File: src/rtl/tia_audio.sv
// tia_audio: TIA-style polynomial-counter audio generator with AUDC/AUDF/AUDV decode, PCM mix and per-channel PDM.
// Latency: register writes land on the next clk_i edge; chan_o/pcm_o are registered and move the cycle after a step.
// Backpressure: none; writes are always accepted and all outputs are free-running.
// Ports: clk_i/rst_i clock and synchronous active-high reset;
//        cpu_enable_i/stb_i/we_i/adr_i/dat_i register write bus shared with the TIA;
//        tick_o audio-rate pulse; chan_o raw channel bits; pcm_o mixed level; pdm_o sigma-delta bits.
module tia_audio #(
  parameter int NUM_CHANNELS = 2,
  parameter int ADDR_WIDTH   = 7,
  parameter int AUD_BASE     = 'h15,
  parameter int CLK_DIV      = 64
) (
  input  logic                                clk_i,
  input  logic                                rst_i,
  input  logic                                cpu_enable_i,
  input  logic                                stb_i,
  input  logic                                we_i,
  input  logic [ADDR_WIDTH-1:0]               adr_i,
  input  logic [7:0]                          dat_i,
  output logic                                tick_o,
  output logic [NUM_CHANNELS-1:0]             chan_o,
  output logic [4+$clog2(NUM_CHANNELS+1)-1:0] pcm_o,
  output logic [NUM_CHANNELS-1:0]             pdm_o
);
  localparam int PCM_W  = 4 + $clog2(NUM_CHANNELS + 1);
  localparam int PCNT_W = $clog2(CLK_DIV);
  localparam logic [PCNT_W-1:0] PCNT_LAST = PCNT_W'(CLK_DIV - 1);

  logic [PCNT_W-1:0]            pcnt_q, pcnt_d;
  logic                         tick;
  logic                         wr;
  logic [NUM_CHANNELS-1:0][3:0] lvl_nxt;
  logic [PCM_W-1:0]             pcm_q, pcm_d;
  logic                         unused_dat;

  // AUDF only holds five bits; the top data bits are never stored.
  assign unused_dat = ^dat_i[7:5];

  assign wr     = cpu_enable_i && stb_i && we_i && !rst_i;
  assign tick   = (pcnt_q == PCNT_LAST);
  assign tick_o = tick;
  assign pcm_o  = pcm_q;

  always_comb begin
    pcnt_d = tick ? '0 : pcnt_q + PCNT_W'(1);
  end

  // Mix from next-state channel bits and volumes so pcm_o always agrees
  // with chan_o and the live AUDV values in the same cycle.
  always_comb begin
    pcm_d = '0;
    for (int c = 0; c < NUM_CHANNELS; c++) begin
      pcm_d = pcm_d + PCM_W'(lvl_nxt[c]);
    end
  end

  always_ff @(posedge clk_i) begin
    if (rst_i) begin
      pcnt_q <= '0;
      pcm_q  <= '0;
    end else begin
      pcnt_q <= pcnt_d;
      pcm_q  <= pcm_d;
    end
  end

  for (genvar c = 0; c < NUM_CHANNELS; c++) begin : g_ch
    localparam logic [ADDR_WIDTH-1:0] ADR_C = ADDR_WIDTH'(AUD_BASE + c);
    localparam logic [ADDR_WIDTH-1:0] ADR_F = ADDR_WIDTH'(AUD_BASE + NUM_CHANNELS + c);
    localparam logic [ADDR_WIDTH-1:0] ADR_V = ADDR_WIDTH'(AUD_BASE + 2 * NUM_CHANNELS + c);

    logic [3:0] audc_q, audc_d;
    logic [4:0] audf_q, audf_d;
    logic [3:0] audv_q, audv_d;
    logic [4:0] fcnt_q, fcnt_d;
    logic [3:0] p4_q, p4_d;
    logic [4:0] p5_q, p5_d;
    logic [8:0] p9_q, p9_d;
    logic [1:0] div3_q, div3_d;
    logic [4:0] d31_q, d31_d;
    logic       t_q, t_d;
    logic       chan_q, chan_d;
    logic [4:0] acc_q, acc_d;

    logic       step;
    logic       div3_wrap;
    logic       d31_adv;
    logic       d31_wrap;
    logic       p4_sh;
    logic       p5_sh;
    logic       t_tog;
    logic       out;
    logic [3:0] level;

    always_comb begin
      audc_d = (wr && adr_i == ADR_C) ? dat_i[3:0] : audc_q;
      audf_d = (wr && adr_i == ADR_F) ? dat_i[4:0] : audf_q;
      audv_d = (wr && adr_i == ADR_V) ? dat_i[3:0] : audv_q;

      // >= rather than == so lowering AUDF below fcnt steps on the next tick.
      step   = tick && (fcnt_q >= audf_q);
      fcnt_d = fcnt_q;
      if (tick) begin
        fcnt_d = step ? 5'd0 : fcnt_q + 5'd1;
      end

      div3_wrap = (div3_q == 2'd2);
      d31_adv   = (audc_q == 4'd14) ? div3_wrap : 1'b1;
      d31_wrap  = d31_adv && (d31_q == 5'd30);

      case (audc_q)
        4'd2:    p4_sh = d31_wrap;
        4'd3:    p4_sh = p5_q[4];
        default: p4_sh = 1'b1;
      endcase
      p5_sh = (audc_q == 4'd15) ? div3_wrap : 1'b1;

      case (audc_q)
        4'd4, 4'd5:   t_tog = 1'b1;
        4'd12, 4'd13: t_tog = div3_wrap;
        default:      t_tog = 1'b0;
      endcase

      div3_d = div3_q;
      d31_d  = d31_q;
      p4_d   = p4_q;
      p5_d   = p5_q;
      p9_d   = p9_q;
      t_d    = t_q;
      if (step) begin
        div3_d = div3_wrap ? 2'd0 : div3_q + 2'd1;
        if (d31_adv) begin
          d31_d = d31_wrap ? 5'd0 : d31_q + 5'd1;
        end
        if (p4_sh) begin
          p4_d = {p4_q[2:0], p4_q[3] ^ p4_q[2]};
        end
        if (p5_sh) begin
          p5_d = {p5_q[3:0], p5_q[4] ^ p5_q[2]};
        end
        p9_d = {p9_q[7:0], p9_q[8] ^ p9_q[4]};
        t_d  = t_q ^ t_tog;
      end

      // Waveform is taken from the post-step state; the tick's AUDC (old value) selects it.
      case (audc_q)
        4'd1, 4'd2, 4'd3:           out = p4_d[3];
        4'd4, 4'd5, 4'd12, 4'd13:   out = t_d;
        4'd6, 4'd10, 4'd14:         out = (d31_d < 5'd13);
        4'd7, 4'd9, 4'd15:          out = p5_d[4];
        4'd8:                       out = p9_d[8];
        default:                    out = 1'b1;
      endcase
      chan_d = step ? out : chan_q;

      // First-order sigma-delta: the carry out of a 4-bit accumulator is the pulse.
      level = chan_q ? audv_q : 4'd0;
      acc_d = {1'b0, acc_q[3:0]} + {1'b0, level};
    end

    always_ff @(posedge clk_i) begin
      if (rst_i) begin
        audc_q <= '0;
        audf_q <= '0;
        audv_q <= '0;
        fcnt_q <= '0;
        p4_q   <= 4'hF;
        p5_q   <= 5'h1F;
        p9_q   <= 9'h1FF;
        div3_q <= '0;
        d31_q  <= '0;
        t_q    <= 1'b0;
        chan_q <= 1'b1;
        acc_q  <= '0;
      end else begin
        audc_q <= audc_d;
        audf_q <= audf_d;
        audv_q <= audv_d;
        fcnt_q <= fcnt_d;
        p4_q   <= p4_d;
        p5_q   <= p5_d;
        p9_q   <= p9_d;
        div3_q <= div3_d;
        d31_q  <= d31_d;
        t_q    <= t_d;
        chan_q <= chan_d;
        acc_q  <= acc_d;
      end
    end

    assign chan_o[c]  = chan_q;
    assign pdm_o[c]   = acc_q[4];
    assign lvl_nxt[c] = chan_d ? audv_d : 4'd0;
  end

endmodule

File: config.mk
export PLATFORM = sky130hd
export DESIGN_NAME = tia_audio
export DESIGN_NICKNAME = d
export VERILOG_FILES = /design/src/rtl/tia_audio.sv
export SDC_FILE = /design/constraint.sdc
export NUM_CORES = 1
export LEC_CHECK = 0
export BUFFER_PORTS_ARGS = -buffer_cell sky130_fd_sc_hd__buf_2
export CAP_MARGIN = 10
export CELL_PAD_IN_SITES_DETAIL_PLACEMENT = 2
export CELL_PAD_IN_SITES_GLOBAL_PLACEMENT = 2
export CORE_MARGIN = 8
export CORE_UTILIZATION = 41
export CTS_CLUSTER_DIAMETER = 40
export CTS_CLUSTER_SIZE = 12
export DETAILED_ROUTE_END_ITERATION = 12
export PLACE_DENSITY_LB_ADDON = 0.05
export SKIP_CTS_REPAIR_TIMING = 1
export SLEW_MARGIN = 20
export SYNTH_ARGS = -nofsm -noshare
export SYNTH_HDL_FRONTEND = slang
export SYNTH_SLANG_ARGS = --single-unit
File: constraint.sdc
create_clock -name clk_i -period 6.1 [get_ports clk_i]
set_clock_uncertainty 0.1 [all_clocks]
set_input_delay 0.915 -clock clk_i [delete_from_list [all_inputs] [get_ports clk_i]]
set_output_delay 0.915 -clock clk_i [all_outputs]
set_load 0.02 [all_outputs]
==> results by stage <==
Final layout:
- The cell area after layout is 6010 um^2.
- In the final design database the tool counted 668 nets.
- Cells fill 45.5% of the core in the end.
- The repair_antennas step left the layout with diodes totalling 0.
- Relative to the synthesized area, the layout overhead comes to 9.14%.
- The fraction of final layout cells sized beyond drive strength 1 is 10.5%.

Power:
- The combinational group share of total power is 2.2%.
- The peak supply drop is 0.111 mV.
- In this run the power spent charging and discharging nets is 0.282 mW.
- The analysis attributes to cell leakage a power of 2.37 nW.
- Of the total power, the share spent switching nets is 21.2%.
- In this run the power density over the cells is 222 nW/um^2.
- Cell internal power was estimated by the tool at 1.05 mW.
- The share of total power dissipated in sequential elements is 54.6%.
- Of the total power, the clock network draws 43.2%.

Floorplan:
- The floorplan has 42 rows.
- 31 I/O pins were placed.
- The placeable core area is 13,200 um^2.
- The vertical extent of the die is 132 um.
- The effective utilization at floorplan is 41.7%.
- The floorplan step set the die width to 132 um.
- The die covers 17,400 um^2.

Timing:
- The final hold violation count was 0.
- In this run the tightest slew margin relative to its limit is 42.4%.
- The worst path needs 4.65 ns of the cycle, external delays included.
- For the pin with the worst max-slew slack, the measured transition is 0.864 ns.
- Setup repair after global routing left no endpoint under its margin.
- Setup violations remaining at the end of the flow were counted as 0.
- The worst hold-check slack is 0.351 ns.
- The number of max-slew violations in the final report is 0.
- The total negative slack is 0 ns.
- The fraction of the cycle the final worst path needs is 76.2%.
- The achievable clock frequency is 215 MHz.

Yosys:
- The cell count after synthesis is 610.
- The number of synthesized register bits is 111.
- When the netlist entered floorplanning its net count stood at 662.
- Summing every instance area after synthesis gives 5500 um^2.
- The share of synthesized registers carrying an async set or reset is 0%.
- The number of enable-type register cells in the synthesized netlist is 0.
- The share of the yosys chip area belonging to registers is 40.4%.
- Ranked by total cell area, the synthesized netlist is headed by dfxtp_1, ha_1, mux2i_1, nor2_1, nand2_1.
- The synthesized design spends more area on one cell type than any other, namely dfxtp_1.
- The area share of the largest cell type after synthesis is 40.4%.
- In this run, distinct cell masters in the synthesized netlist total 55.
- The predominant post-synthesis flop cell is dfxtp_1.
- Each instance of the synthesized netlist takes up on average 9.02 um^2.
- The number of synthesis warnings is 0.

Setup path:
- Of all nets on the critical path, the largest fanout is 16.
- The category of the critical setup timing path is reg -> reg.
- The launching point of the worst reg2reg path is pcnt_q[0].
- The internal reg-to-reg setup slack is 1.45 ns.
- The type of element capturing the critical path is a register.
- The logic depth of the worst register-to-register path is 14.
- At the worst endpoint, the required time is 6.21 ns.
- The end of the worst register-to-register path is pcm_o[4].
- Data arrives at the worst endpoint at 4.75 ns.
- The worst setup path is launched from a register.

GRT:
- The number of antenna violations at the first check in global routing is 0.
- After global routing the overflow that remains totals 0.
- The total routing usage reported by global routing is 16.3%.
- The first-pass GRT wire length is 23,500 um.
- Entering global routing, the biggest net connects 85 pins.
- The number of global-route vias before repair is 4,906.

Detailed routing:
- The detail-routed net length per standard cell is 16.9 um.
- The count of TritonRoute iterations in the first routing pass is 4.
- The routed layout has 4,325 vias.
- The post-detailed-route count of antenna-violating nets is 0.
- In the routed design, unresolved DRC markers number 0.
- Using the TritonRoute via totals, the vias-per-cell ratio works out to 5.43.
- After the first detailed-routing iteration, the DRC count stood at 100.
- The total wire length is 13,400 um.

Hold path:
- The path with the worst hold slack has its endpoint at pcnt_q[0].
- Along the worst hold path, the cell count comes to 1.
- The hold path startpoint is pcnt_q[0].
- In this run the worst hold path is classified as reg -> reg.

Job:
- The tool flagged a number of max-cap violations equal to 0.

Run status:
- The flow ran to the end, and the final reports show no timing, DRC or antenna violations.

Clocking:
- In this run the deepest clock path goes through 2 buffers.
- After clock tree synthesis, the clock-pin slew on the worst setup and hold paths is 0.07 ns.
- The number of sinks handled by clock tree synthesis is 111.
- The CTS H-tree depth is 3.
- TritonCTS built the clock tree.
- CTS placed an instance of clkbuf_16 at the clock tree root.
- The number of buffers created by CTS is 9.
- The clock insertion delay at the later pin of the skew report is 0.35 ns.

Place:
- Routability-driven placement finished with a final weighted congestion of 0.749.
- Detailed placement finished with a half-perimeter wire length of 9950 um.
- The count of buffers from port buffering is 26.
- In this run the cell area measured after placement is 5730 um^2.
==> registers in the layout, summed over array words and instances (netlist names) <==
register     cells
g_ch.t_q         2
g_ch.acc_q      10
g_ch.p4_q        8
g_ch.fcnt_q     10
g_ch.audf_q     10
g_ch.p9_q       18
g_ch.audv_q      8
g_ch.div3_q      4
pcm_o            5
g_ch.p5_q       10
g_ch.chan_q      2
pcnt_q           6
g_ch.audc_q      8
g_ch.d31_q      10
==> metrics by stage <==
step | setup slack [ns] | power, mW | cells
finish | 1.45 | 1.33 | 796
global route | 1.07 | 1.38 | 796
CTS | 1.33 | 1.35 | 796
detailed placement | 1.38 | 0.774 | 781
global placement | 1.60 | 0.772 | 781
floorplan | 2.51 | 0.761 | 610
==> layout by cell type, fill, tap and decap left out, types with 16 or more instances in the layout <==
master      n
a21oi_1    26
buf_2      25
dfxtp_1   111
ha_1       29
inv_1      27
mux2i_1    36
nand2_1    60
nand3_1    16
nand3b_1   21
nor2_1     72
nor2b_1    17
nor3_1     21
==> layout make-up <==
cell class	instances	area (um^2)
Inverter	28	105
Clock inverter	5	50.0
Multi-Input combinational cell	436	3020
Sequential cell	111	2220
Clock buffer	10	229
Tap cell	176	220
Fill cell	1481	7180
Timing Repair Buffer	30	163
==> worst max-delay path by stage <==
stage / start / slack, ns / endpoint / depth (start not counted)
after floorplan: rst_i / 2.51 / pcm_o[4] / 10
after global placement: pcnt_q[0] / 1.60 / pcm_o[4] / 14
after detailed placement: pcnt_q[0] / 1.38 / pcm_o[4] / 14
after CTS: pcnt_q[0] / 1.33 / pcm_o[4] / 14
after global routing: pcnt_q[0] / 1.07 / pcm_o[4] / 14
final: pcnt_q[0] / 1.45 / pcm_o[4] / 14
==> power groups by stage <==
stage          sequential [mW]  combinational, mW  clock (mW)
2_1_floorplan            0.744             0.0171           0
3_3_place_gp             0.744             0.0287           0
3_5_place_dp             0.744             0.0302           0
4_1_cts                  0.727             0.0302       0.597
5_1_grt                  0.727             0.0329       0.620
6_report                 0.727             0.0292       0.575
==> routing by layer <==
| metal | GRT usage (%) | part of all wire [%] |
|---|---|---|
| met2 | 28.1 | 49 |
| met1 | 19.2 | 47 |
| met4 | 7.34 | 2.3 |
| met5 | 0 | 0 |
| met3 | 2.90 | 2.3 |
==> worst max-delay path, cell delays in order (launching register included) <==
cell	delay (ns)
dfxtp_1	0.35
ha_1	0.19
and3_1	0.20
nand3_1	0.47
clkinv_1	0.37
buf_4	0.25
nand2b_1	0.36
o31a_1	0.44
o311ai_2	0.55
a21oi_1	0.16
ha_1	0.26
fa_1	0.40
a21o_1	0.18
a21oi_1	0.17
nor2_1	0.06
==> synth_stat cells, types with 2 or more instances <==
library cell  number
o21a_1             2
or3_1              3
o41a_1             2
o311ai_2           2
nor3_4             2
buf_2              3
buf_1              2
mux2i_1           36
fa_1               3
xnor2_1           11
nand2b_1           4
a21o_1             6
nand4_1            6
nand2_1           60
and3_1             7
nand3_1           16
xor2_1            15
nor3_1            21
a311oi_4           2
o31a_1             4
a41oi_1            4
nand4b_1           3
dfxtp_1          111
a21oi_1           26
buf_4              6
nand3b_1          21
a211o_2            4
clkbuf_1          23
a21oi_2            2
nor3b_1            6
inv_1             27
o31ai_1            8
a31oi_2            2
a211o_1           14
nor2_1            72
and2b_1            2
nor2b_1           17
ha_1              29
and2_1             6
o21ai_0            5
==> logic make-up (layout without fill, tap and decap cells) <==
group | after synthesis | after routing | share of synthesized area (%)
and+or+nand+nor | 252 | 252 | 23.3
DFF | 111 | 111 | 40.4
AOI/OAI and AO/OA | 89 | 89 | 13.1
buffers and inverters | 63 | 73 | 4.80
muxes | 36 | 36 | 6.55
adders and majority gates | 32 | 32 | 7.68
xor gates and xnor gates | 26 | 26 | 4.14
other | 1 | 1 | 0.0681
No activity file was read; power rests on OpenSTA's default activity.
